[config.mk]
export PLATFORM = sky130hd
export DESIGN_NAME = lane_packer
export DESIGN_NICKNAME = d
export VERILOG_FILES = /design/src/rtl/npu_pack_pkg.sv /design/src/rtl/elem_narrow.sv /design/src/rtl/lane_packer.sv
export SDC_FILE = /design/constraint.sdc
export NUM_CORES = 1
export LEC_CHECK = 0
export ABC_AREA = 1
export BUFFER_PORTS_ARGS = -buffer_cell sky130_fd_sc_hd__buf_2
export CAP_MARGIN = 0
export CORE_UTILIZATION = 50
export DETAILED_ROUTE_END_ITERATION = 8
export PLACE_DENSITY_LB_ADDON = 0.2
export SLEW_MARGIN = 15
export SYNTH_ARGS = -nofsm -noshare
export SYNTH_HDL_FRONTEND = slang
export SYNTH_HIERARCHICAL = 1
export SYNTH_SLANG_ARGS = --single-unit
[constraint.sdc]
create_clock -name clk -period 2.26 [get_ports clk]
set_input_delay 0.226 -clock clk [delete_from_list [all_inputs] [get_ports clk]]
set_output_delay 0.226 -clock clk [all_outputs]
set_load 0.03 [all_outputs]
[src/rtl/npu_pack_pkg.sv]
// npu_pack_pkg: shared definitions for the lane packer.
//   pack_state_e : packer FSM states (FILL, FLUSH_PEND)
//   lane_cnt_w() : width needed to hold a lane count 0..lanes
package npu_pack_pkg;

  typedef enum logic {
    FILL       = 1'b0,
    FLUSH_PEND = 1'b1
  } pack_state_e;

  function automatic int lane_cnt_w(input int lanes);
    return $clog2(lanes + 1);
  endfunction

endpackage

[src/rtl/elem_narrow.sv]
// elem_narrow: combinational IN_W -> ELEM_W element narrowing.
// Build option: PACK_SATURATE_EN -- when defined, in_data is treated as
// signed and clamped to the ELEM_W signed range; otherwise the low ELEM_W
// bits are taken (truncation).
// Ports:
//   in_data  [IN_W-1:0]   : wide input element
//   out_elem [ELEM_W-1:0] : narrowed lane value
module elem_narrow #(
  parameter int IN_W   = 24,
  parameter int ELEM_W = 8
) (
  input  logic [IN_W-1:0]   in_data,
  output logic [ELEM_W-1:0] out_elem
);

`ifdef PACK_SATURATE_EN
  // Signed limits sign-extended to IN_W so the compare is a plain signed one.
  localparam logic signed [IN_W-1:0] MAX_V = {{(IN_W-ELEM_W+1){1'b0}}, {(ELEM_W-1){1'b1}}};
  localparam logic signed [IN_W-1:0] MIN_V = {{(IN_W-ELEM_W+1){1'b1}}, {(ELEM_W-1){1'b0}}};

  always_comb begin
    if ($signed(in_data) > MAX_V)
      out_elem = {1'b0, {(ELEM_W-1){1'b1}}};
    else if ($signed(in_data) < MIN_V)
      out_elem = {1'b1, {(ELEM_W-1){1'b0}}};
    else
      out_elem = in_data[ELEM_W-1:0];
  end
`else
  assign out_elem = in_data[ELEM_W-1:0];

  // High bits are intentionally discarded in the truncating build.
  if (IN_W > ELEM_W) begin : g_drop
    logic unused_high;
    assign unused_high = ^in_data[IN_W-1:ELEM_W];
  end
`endif

endmodule

[src/rtl/lane_packer.sv]
// lane_packer: packs a stream of narrowed elements into LANES-wide words.
// Build option: PACK_SATURATE_EN (saturating narrowing in elem_narrow).
// Ports:
//   clk, rst_n          : clock, asynchronous active-low reset
//   clear               : synchronous discard of all buffered data
//   in_valid/in_ready/in_data     : element stream (IN_W bits)
//   flush               : one-cycle request to emit a partial word
//   out_valid/out_ready/out_data  : packed word stream (ELEM_W*LANES bits)
//   out_lanes           : number of valid lanes in out_data
//   busy                : data buffered or a word held
module lane_packer
  import npu_pack_pkg::*;
#(
  parameter int IN_W   = 24,
  parameter int ELEM_W = 8,
  parameter int LANES  = 4
) (
  input  logic                          clk,
  input  logic                          rst_n,
  input  logic                          clear,
  input  logic                          in_valid,
  output logic                          in_ready,
  input  logic [IN_W-1:0]               in_data,
  input  logic                          flush,
  output logic                          out_valid,
  input  logic                          out_ready,
  output logic [ELEM_W*LANES-1:0]       out_data,
  output logic [lane_cnt_w(LANES)-1:0]  out_lanes,
  output logic                          busy
);

  localparam int OUT_W = ELEM_W * LANES;
  localparam int LW    = lane_cnt_w(LANES);
  localparam int CW    = $clog2(LANES);

  pack_state_e      state_reg, state_next;
  logic [CW-1:0]    cnt_reg, cnt_next;
  logic [OUT_W-1:0] lane_reg, lane_next;
  logic             out_valid_reg, out_valid_next;
  logic [OUT_W-1:0] out_data_reg, out_data_next;
  logic [LW-1:0]    out_lanes_reg, out_lanes_next;
  // Goes high on the first edge after reset so in_ready stays low in reset.
  logic             rdy_reg;

  logic [ELEM_W-1:0] elem;
  logic [OUT_W-1:0]  lane_wa;   // lane register including this cycle's accept
  logic              accept;
  logic              last_lane;
  logic              out_free;
  logic [LW-1:0]     cnt_acc;   // lane count after this cycle's accept

  elem_narrow #(
    .IN_W   (IN_W),
    .ELEM_W (ELEM_W)
  ) u_narrow (
    .in_data  (in_data),
    .out_elem (elem)
  );

  assign last_lane = (cnt_reg == CW'(LANES - 1));
  assign out_free  = !out_valid_reg || out_ready;
  assign in_ready  = rdy_reg && (state_reg == FILL) && (!last_lane || out_free);
  assign accept    = in_valid && in_ready;
  assign cnt_acc   = LW'(cnt_reg) + LW'(accept);

  for (genvar gi = 0; gi < LANES; gi++) begin : g_lane
    assign lane_wa[gi*ELEM_W +: ELEM_W] =
      (accept && cnt_reg == CW'(gi)) ? elem : lane_reg[gi*ELEM_W +: ELEM_W];
  end

  always_comb begin
    state_next     = state_reg;
    cnt_next       = cnt_reg;
    lane_next      = lane_reg;
    out_valid_next = out_valid_reg;
    out_data_next  = out_data_reg;
    out_lanes_next = out_lanes_reg;

    if (clear) begin
      state_next     = FILL;
      cnt_next       = '0;
      lane_next      = '0;
      out_valid_next = 1'b0;
      out_data_next  = '0;
      out_lanes_next = '0;
    end else begin
      case (state_reg)
        FILL: begin
          if (out_valid_reg && out_ready)
            out_valid_next = 1'b0;
          if (accept && last_lane) begin
            // Completing accept wins over a same-cycle flush: one full word.
            out_valid_next = 1'b1;
            out_data_next  = lane_wa;
            out_lanes_next = LW'(LANES);
            cnt_next       = '0;
            lane_next      = '0;
          end else if (flush && cnt_acc != '0) begin
            if (out_free) begin
              out_valid_next = 1'b1;
              out_data_next  = lane_wa;
              out_lanes_next = cnt_acc;
              cnt_next       = '0;
              lane_next      = '0;
            end else begin
              // Partial word parks in the lane register; cnt keeps its
              // lane count until the output register frees.
              lane_next  = lane_wa;
              cnt_next   = CW'(cnt_acc);
              state_next = FLUSH_PEND;
            end
          end else begin
            lane_next = lane_wa;
            if (accept)
              cnt_next = cnt_reg + 1'b1;
          end
        end
        FLUSH_PEND: begin
          // out_valid is always high here, so out_ready means it drains now.
          if (out_ready) begin
            out_valid_next = 1'b1;
            out_data_next  = lane_reg;
            out_lanes_next = LW'(cnt_reg);
            cnt_next       = '0;
            lane_next      = '0;
            state_next     = FILL;
          end
        end
        default: state_next = FILL;
      endcase
    end
  end

  always_ff @(posedge clk or negedge rst_n) begin
    if (!rst_n) begin
      state_reg     <= FILL;
      cnt_reg       <= '0;
      lane_reg      <= '0;
      out_valid_reg <= 1'b0;
      out_data_reg  <= '0;
      out_lanes_reg <= '0;
      rdy_reg       <= 1'b0;
    end else begin
      state_reg     <= state_next;
      cnt_reg       <= cnt_next;
      lane_reg      <= lane_next;
      out_valid_reg <= out_valid_next;
      out_data_reg  <= out_data_next;
      out_lanes_reg <= out_lanes_next;
      rdy_reg       <= 1'b1;
    end
  end

  assign out_valid = out_valid_reg;
  assign out_data  = out_data_reg;
  assign out_lanes = out_lanes_reg;
  assign busy      = (cnt_reg != '0) || out_valid_reg || (state_reg == FLUSH_PEND);

endmodule

Word level (Yosys, flattened, before mapping). Index checks and enable logic that the tools add are counted.

Memory bits (read-only): 0. RAM bits: 0. Input bits: 30. Latch bits: 0. Flip-flop bits (word level): 72. Memories kept: 0.

Multiply operators: 0. Magnitude comparators: 0. Add/sub/neg operators: 2. Mux-type cells: 42. Reductions and logical operators: 20. Div/mod/pow operators: 0. Bitwise operators: 1. Shift-type cells: 0. Equality and inequality tests: 7.

Operator list (number): two-way mux 32 bit (10); one-hot mux 32 bit (2 select lines) (2); two-way mux 8 bit (4); two-way mux 3 bit (5); two-way mux 2 bit (6); two-way mux 1 bit (11); logical AND 1 bit (9); one-hot mux 3 bit (2 select lines) (1); inequality test 5 x 3 -> 1 bit (second input constant) (1); == test 2 bit (second input constant) (2); logical OR 1 bit (4); inequality test 4 x 2 -> 1 bit (second input constant) (1); inequality test 4 x 3 -> 1 bit (second input constant) (1); one-hot mux 1 bit (2 select lines) (2); one-hot mux 2 bit (2 select lines) (1); adder 2 x 1 -> 3 bit (1); inequality test 3 bit (second input constant) (1); AND reduction 3 bit (1); nonzero test 3 bit (1); adder 2 x 1 -> 2 bit (second input constant) (1); == test 2 x 1 -> 1 bit (second input constant) (1); zero test 1 bit (2); zero test 2 bit (1); AND reduction 2 bit (1); 2 further kinds (2).

Depth between registers and ports, before layout. Gate-level depths: netlist of run 1.

Word-level depth: 12. Mapped depth: 15. Gate-level depth less buffers: 14.

Hierarchy. Netlist of run 1, hierarchy kept.

By module, submodules not included: lane_packer (sequential area each 1801.7 µm², area an instance 3470.8 µm², instances 1, cells each 432); elem_narrow (sequential area each 0.0 µm², area an instance 60.1 µm², instances 1, cells each 8).

Least setup slack after synthesis of run 1. Ideal clock, no wire load.

Path type: register to register. From: register cnt_reg[0]. To: register out_data_reg[26], in the netlist out_data[26]. Cell stages (with the launch flop): 16. Path buffers: 2. Slack: -0.199 ns. Setup time: 0.127 ns. Clock period less this slack: 2.459 ns. Arrival time: 2.331 ns. Path through: dfrtp_1 ha_1 nand3_1 nand3_1 inv_1 ha_1 ha_1 inv_1 nand2_1 nand3_1 nand3_2 nand2_2 buf_6 buf_6 nand2_1 o21ai_0.

Word-level cells in the longest chain between the ends: 12.

RTL lines: start: declaration (line lane_packer.sv:37) `logic [CW-1:0] cnt_reg, cnt_next;`; start signal: assignment (line lane_packer.sv:145) `cnt_reg <= cnt_next;`; branches (longest 12 deep; another with adder 2 x 1 -> 3 bit); end signal: assignment (line lane_packer.sv:148) `out_data_reg <= out_data_next;`; end: declaration (line lane_packer.sv:40) `logic [OUT_W-1:0] out_data_reg, out_data_next;`.

Several ways; the timed one is not identified. The select of a mux whose other input is x is not followed. A chain may end at the register's enable or synchronous reset.

Final worst setup path of run 1.
From: register cnt_reg[0]. To: register out_data_reg[20], in the netlist out_data[20].

Word-level cells in the longest chain between the ends: 12.

RTL lines: branches (longest 12 deep; another with adder 2 x 1 -> 3 bit).

Several ways; the timed one is not identified. The select of a mux whose other input is x is not followed.

==> impl_metrics.json, run 1 <==
{
  "status": "finished, final reports clean",
  "rsz0062_at_grt": "no",
  "met3_usage": 0.0751,
  "root_buffer": "clkbuf_8",
  "synthFlopType": "dfrtp_1",
  "p_leak_nw": 2.26,
  "path_cells": "ha_4 > nand3_4 > nand3_4 > inv_2 > ha_4 > ha_4 > inv_2 > nand2_2 > nand3_2 > nand3_4 > nand2_8 > clkbuf_16 > nand2_1 > o21ai_0",
  "syn-num-nets": 476,
  "fp.dieH_um": 86.0,
  "grt_first_pass_wirelength_um": 13800,
  "timing.fmax_mhz": 461,
  "ys_seq_area_frac": 0.510,
  "final_area_sq_mm": 0.00446,
  "viasPerCell": 5.30,
  "place.gp.congestion": 0.886,
  "setup_slack_ns": 0.0919,
  "dp.cells": 574,
  "core_sq_mm": 0.00679,
  "crit_path_end_kind": "register",
  "maxCapViolCount": 0,
  "worstSetupStartpointType": "register",
  "synth_area_sq_mm": 0.00353,
  "antennaDiodeCount": 0,
  "hpwl_um": 5500,
  "syn_area_per_cell_sq_um": 8.02,
  "layout-drive-gt1-share": 0.221,
  "cts.path.max_buffers": 2,
  "synth_cell_type_count": 25,
  "numClockSinks": 72,
  "crit_type": "register to register",
  "wl_per_cell_um": 15.6,
  "path_max_fanout": 11,
  "max_stage_delay_ns": 0.40,
  "async_flop_share": 1.00,
  "overflow": 0,
  "cts_tree": "done",
  "crit_arrival_ns": 2.42,
  "grt_max_degree": 43,
  "synth-warning-count": 6,
  "numCtsBuffers": 9,
  "antenna_found_initial": 0,
  "firstDrtPassIters": 4,
  "num_vias": 3217,
  "die_width_um": 86.0,
  "area_delta_synth_final_pct": 26.3,
  "setup_viol": 0,
  "grt_pass1_vias": 2851,
  "io_pins": 68,
  "die-area_sq_mm": 0.00740,
  "dpl_worst_slack_ns": 0.00201,
  "met2_usage": 0.347,
  "required_ns": 2.51,
  "slew_viol_final": 0,
  "rows": 30,
  "hold_path_class": "primary input to register",
  "top_usage_layer": "met1",
  "timing.final.crit_share": 0.959,
  "final_cell_count_no_fill": 607,
  "holdWs_ns": 0.272,
  "first_iter_violations": 339,
  "syn_inst": 440,
  "final_antenna_net_count": 0,
  "drc": 0,
  "synth_edf_count": 0,
  "finalHoldViolCount": 0,
  "critPathSlowestCell": "dfrtp_1",
  "io_buffers": 51,
  "dpl_cell_area_sq_mm": 0.00391,
  "htreeDepth": 3,
  "synth_seq_cells": 72,
  "drt_wl_total_um": 9480,
  "gr-usage-all-layers": 0.248,
  "period_minus_slack_ns": 2.17,
  "ir_drop_v": 0.000737,
  "cts.clk_slew.worst_paths_ns": 0.08,
  "total_power_mw": 4.25,
  "use_met1": 0.352,
  "start_util": 0.520,
  "finClkSkew_ns": 0.00683,
  "clock_latency_ns": 0.37,
  "p_per_area_mw_per_mm2": 952,
  "fin_nets": 542
}
## power by group
part / switching [mW] / leakage, nW / internal [mW] / total [mW]
registers: 0.0782 / 0.991 / 1.45 / 1.53
logic: 0.979 / 1.15 / 0.586 / 1.57
clock network: 0.510 / 0.112 / 0.646 / 1.16
## cell usage after synthesis, types with 4 or more instances
cell type | number | area, sq um
buf_1 | 5 | 18.8
buf_2 | 6 | 30.0
buf_4 | 8 | 60.1
dfrtp_1 | 72 | 1800
ha_1 | 6 | 75.1
inv_1 | 54 | 203
nand2_1 | 151 | 567
nand3_1 | 40 | 200
nand4_1 | 4 | 25.0
nor2_1 | 5 | 18.8
nor2_4 | 4 | 45.0
o21ai_0 | 31 | 155
o21ai_1 | 6 | 30.0
o22ai_1 | 32 | 200
## stage by stage
step,setup TNS [ns],utilization
global route,0,0.656
detailed placement,0,0.576
global placement,0,0.576
floorplan,0,-
CTS,-0.0110,0.612
finish,0,0.656
## placed cells by master, fill, tap and decap left out, types with 2 or more instances in the layout
cell / count
clkbuf_8: 10
inv_1: 52
ha_4: 3
nand3_1: 37
buf_12: 3
o21ai_0: 25
ha_1: 3
o21ai_1: 12
nand2_8: 2
clkbuf_16: 6
nor2_4: 4
bufinv_16: 2
buf_2: 51
buf_4: 14
a21oi_1: 2
nand2_1: 150
o22ai_1: 32
nand4_1: 4
inv_2: 4
nand3_4: 3
clkinv_2: 3
nor2_1: 5
buf_6: 4
dfrtp_1: 72
## path summary, 6_finish.rpt
kind | end | cells past startpoint | slack, ns | start
max in group asynchronous | out_data[4]$_DFFE_PN0P_ | 3 | 1.17 | rst_n
min in group asynchronous | out_data[11]$_DFFE_PN0P_ | 2 | 0.35 | rst_n
worst min register to register | out_data[21]$_DFFE_PN0P_ | 2 | 0.48 | out_data[21]$_DFFE_PN0P_
worst max-delay path | out_data[20]$_DFFE_PN0P_ | 14 | 0.09 | cnt_reg[0]$_DFFE_PN0P_
worst max register to register | out_data[20]$_DFFE_PN0P_ | 14 | 0.09 | cnt_reg[0]$_DFFE_PN0P_
worst min-delay path | cnt_reg[1]$_DFFE_PN0P_ | 5 | 0.27 | flush
## what timing repair did
item,4_1_cts,5_1_grt
pin swaps,0,3
gates resized for setup,2,19
setup endpoints to repair,4,69
cloned,0,10
setup buffers,1,5
endpoints found under the hold margin,20,0
hold buffers,1,0
## layout make-up
class / instances / area [sq um]
Clock buffer: 10 / 138
Clock inverter: 6 / 82.6
Fill cell: 542 / 2330
Inverter: 57 / 214
Multi-Input combinational cell: 287 / 1480
Sequential cell: 72 / 1800
Tap cell: 96 / 120
Timing Repair Buffer: 79 / 626
## routing by layer
layer,part of all wire,routed length [um]
met1,0.45,4250
met3,0.064,605
met2,0.46,4340
met5,0,0
met4,0.030,284
## kinds of logic after synthesis
logic type | after synthesis | share of synthesized area
compound gates | 72 | 0.114
fa+ha+maj | 6 | 0.0213
buf+inv | 82 | 0.103
flops | 72 | 0.510
other cells | 1 | 0.00106
simple gates | 207 | 0.251
## worst max-delay path: cells and delay by family, from the launching register on
family / cells / cell delay (ns)
AOI/OAI and AO/OA: 1 / 0.07
and+or+nand+nor: 7 / 0.71
adders and majority gates: 3 / 0.59
DFF: 1 / 0.40
buffers and inverters: 3 / 0.28
Note: power is estimated with default switching activity, not from simulation.
==> run 2: changes to the inputs <==
clock period = 1.95 ns   (was 2.26 ns; I/O delays follow)
==> impl_metrics.json, run 2 (synthesis gave the netlist of run 1 again) <==
{
  "finClkSkew_ns": 0.0111,
  "crit_arrival_ns": 2.33,
  "cts.path.max_buffers": 2,
  "cts_tree": "done",
  "grt_pass1_vias": 2863,
  "numClockSinks": 72,
  "nFillCells": 567,
  "place.gp.congestion": 0.876,
  "total_power_mw": 4.77,
  "overflow": 0,
  "p_leak_nw": 2.26,
  "antennaDiodeCount": 0,
  "area_delta_synth_final_pct": 27.5,
  "cts.clk_slew.worst_paths_ns": 0.07,
  "hold_path_class": "primary input to register",
  "p_per_area_mw_per_mm2": 1060,
  "first_iter_violations": 227,
  "required_ns": 2.22,
  "layout-drive-gt1-share": 0.272,
  "mostFrequentLayoutCells": "137 x nand2_1, 69 x dfrtp_1, 52 x inv_1, 52 x buf_2, 36 x nand3_1",
  "fin_nets": 542,
  "start_util": 0.520,
  "setup.worst_path.start": "cnt_reg[1]$_DFFE_PN0P_",
  "antenna_found_initial": 0,
  "io_buffers": 51,
  "utilization": 0.663,
  "reg2reg_depth": 13,
  "slew_viol_final": 0,
  "worstSetupStartpointType": "register",
  "gr-usage-all-layers": 0.246,
  "clock_latency_ns": 0.36,
  "die_width_um": 86.0,
  "final_cell_count_no_fill": 607,
  "setup_slack_ns": -0.104,
  "dpl_worst_slack_ns": -0.0661,
  "num_vias": 3213,
  "numCtsBuffers": 9,
  "final_antenna_net_count": 0,
  "wl_per_cell_um": 14.6,
  "holdPathEnd": "state_reg$_DFF_PN0_",
  "period_minus_slack_ns": 2.05,
  "r2r_setup_slack_ns": -0.10,
  "hold-path-cell-count": 3,
  "status": "complete, but fails checks",
  "timing.final.crit_share": 1.05,
  "viasPerCell": 5.29,
  "grt_max_degree": 53,
  "hold_start": "flush",
  "ir_drop_v": 0.000684,
  "path_max_fanout": 16,
  "r2r_end": "lane_reg[29]$_DFFE_PN0P_",
  "r2r_start": "cnt_reg[1]$_DFFE_PN0P_",
  "drc": 0,
  "setup_viol": 71,
  "crit_type": "register to register",
  "final_common_cell": "nand2_1",
  "drt_wl_total_um": 8860,
  "die-area_sq_mm": 0.00740,
  "crit_path_end_kind": "register",
  "finalHoldViolCount": 0,
  "slew_headroom": 0.631,
  "failed_checks": "negative setup slack",
  "firstDrtPassIters": 4,
  "core_sq_mm": 0.00679,
  "timing.fmax_mhz": 487,
  "fp.dieH_um": 86.0,
  "root_buffer": "clkbuf_8",
  "hpwl_um": 5610,
  "grt_first_pass_wirelength_um": 13800,
  "final_area_sq_mm": 0.00450,
  "dp.cells": 580,
  "maxCapViolCount": 0,
  "rsz0062_at_grt": "yes",
  "io_pins": 68,
  "htreeDepth": 3,
  "tightestPinTransition_ns": 0.552,
  "rows": 30,
  "dpl_cell_area_sq_mm": 0.00403
}
==> run 2: what timing repair did <==
item                       4_1_cts  5_1_grt
resized for setup               14       36
setup endpoints to repair       35       70
gates cloned                     2        2
hold buffers                     1        0
hold endpoints to repair        72        0
buffers inserted                 4        2
pin swaps                        0        0
==> run 2: power by group <==
part,switching [mW],total [mW],internal (mW)
clock network,0.551,1.14,0.591
logic,1.16,1.84,0.689
registers,0.101,1.78,1.68
==> run 2: metal layers <==
| metal | routed length (um) | global-route usage |
|---|---|---|
| met2 | 4100 | 0.361 |
| met4 | 235 | 0.0924 |
| met3 | 518 | 0.0616 |
| met1 | 4010 | 0.353 |
| met5 | 0 | 0 |
==> run 2: worst max-delay path, cell delays in order, from the launching register on <==
cell	delay, ns
dfrtp_2	0.39
ha_4	0.16
nand3_4	0.07
nand3_4	0.08
inv_2	0.04
ha_4	0.15
ha_4	0.15
nor2_1	0.13
nand2_2	0.09
nand3_2	0.10
nand3_4	0.10
buf_4	0.19
clkbuf_16	0.18
o22ai_1	0.13
==> run 2: layout make-up <==
type / count / area [sq um] / share of cell area
repair buffers: 80 / 586 / 0.130
clock buffers: 11 / 131 / 0.0292
inverters: 57 / 214 / 0.0475
flip-flops and latches: 72 / 1810 / 0.401
clock inverters: 5 / 57.6 / 0.0128
multi-input cells: 286 / 1590 / 0.353
well taps: 96 / 120 / 0.0267
==> run 2: how the worst max path moves through the flow <==
stage	to	slack (ns)	cells past startpoint
finish	lane_reg[29]$_DFFE_PN0P_	-0.10	13
floorplan	out_data[26]$_DFFE_PN0P_	-0.16	15
CTS	out_data[4]$_DFFE_PN0P_	-0.07	13
global placement	out_lanes[2]$_DFFE_PN0P_	-0.03	14
global route	lane_reg[24]$_DFFE_PN0P_	-0.20	13
detailed placement	out_data[18]$_DFFE_PN0P_	-0.07	13
==> run 2: through the flow <==
step           hold slack, ns  setup TNS (ns)
3_5_place_dp            0.224           -1.21
2_1_floorplan          -0.101           -4.95
5_1_grt                 0.221          -11.75
3_3_place_gp            0.220          -0.473
4_1_cts                 0.212           -2.12
6_report                0.233           -4.67
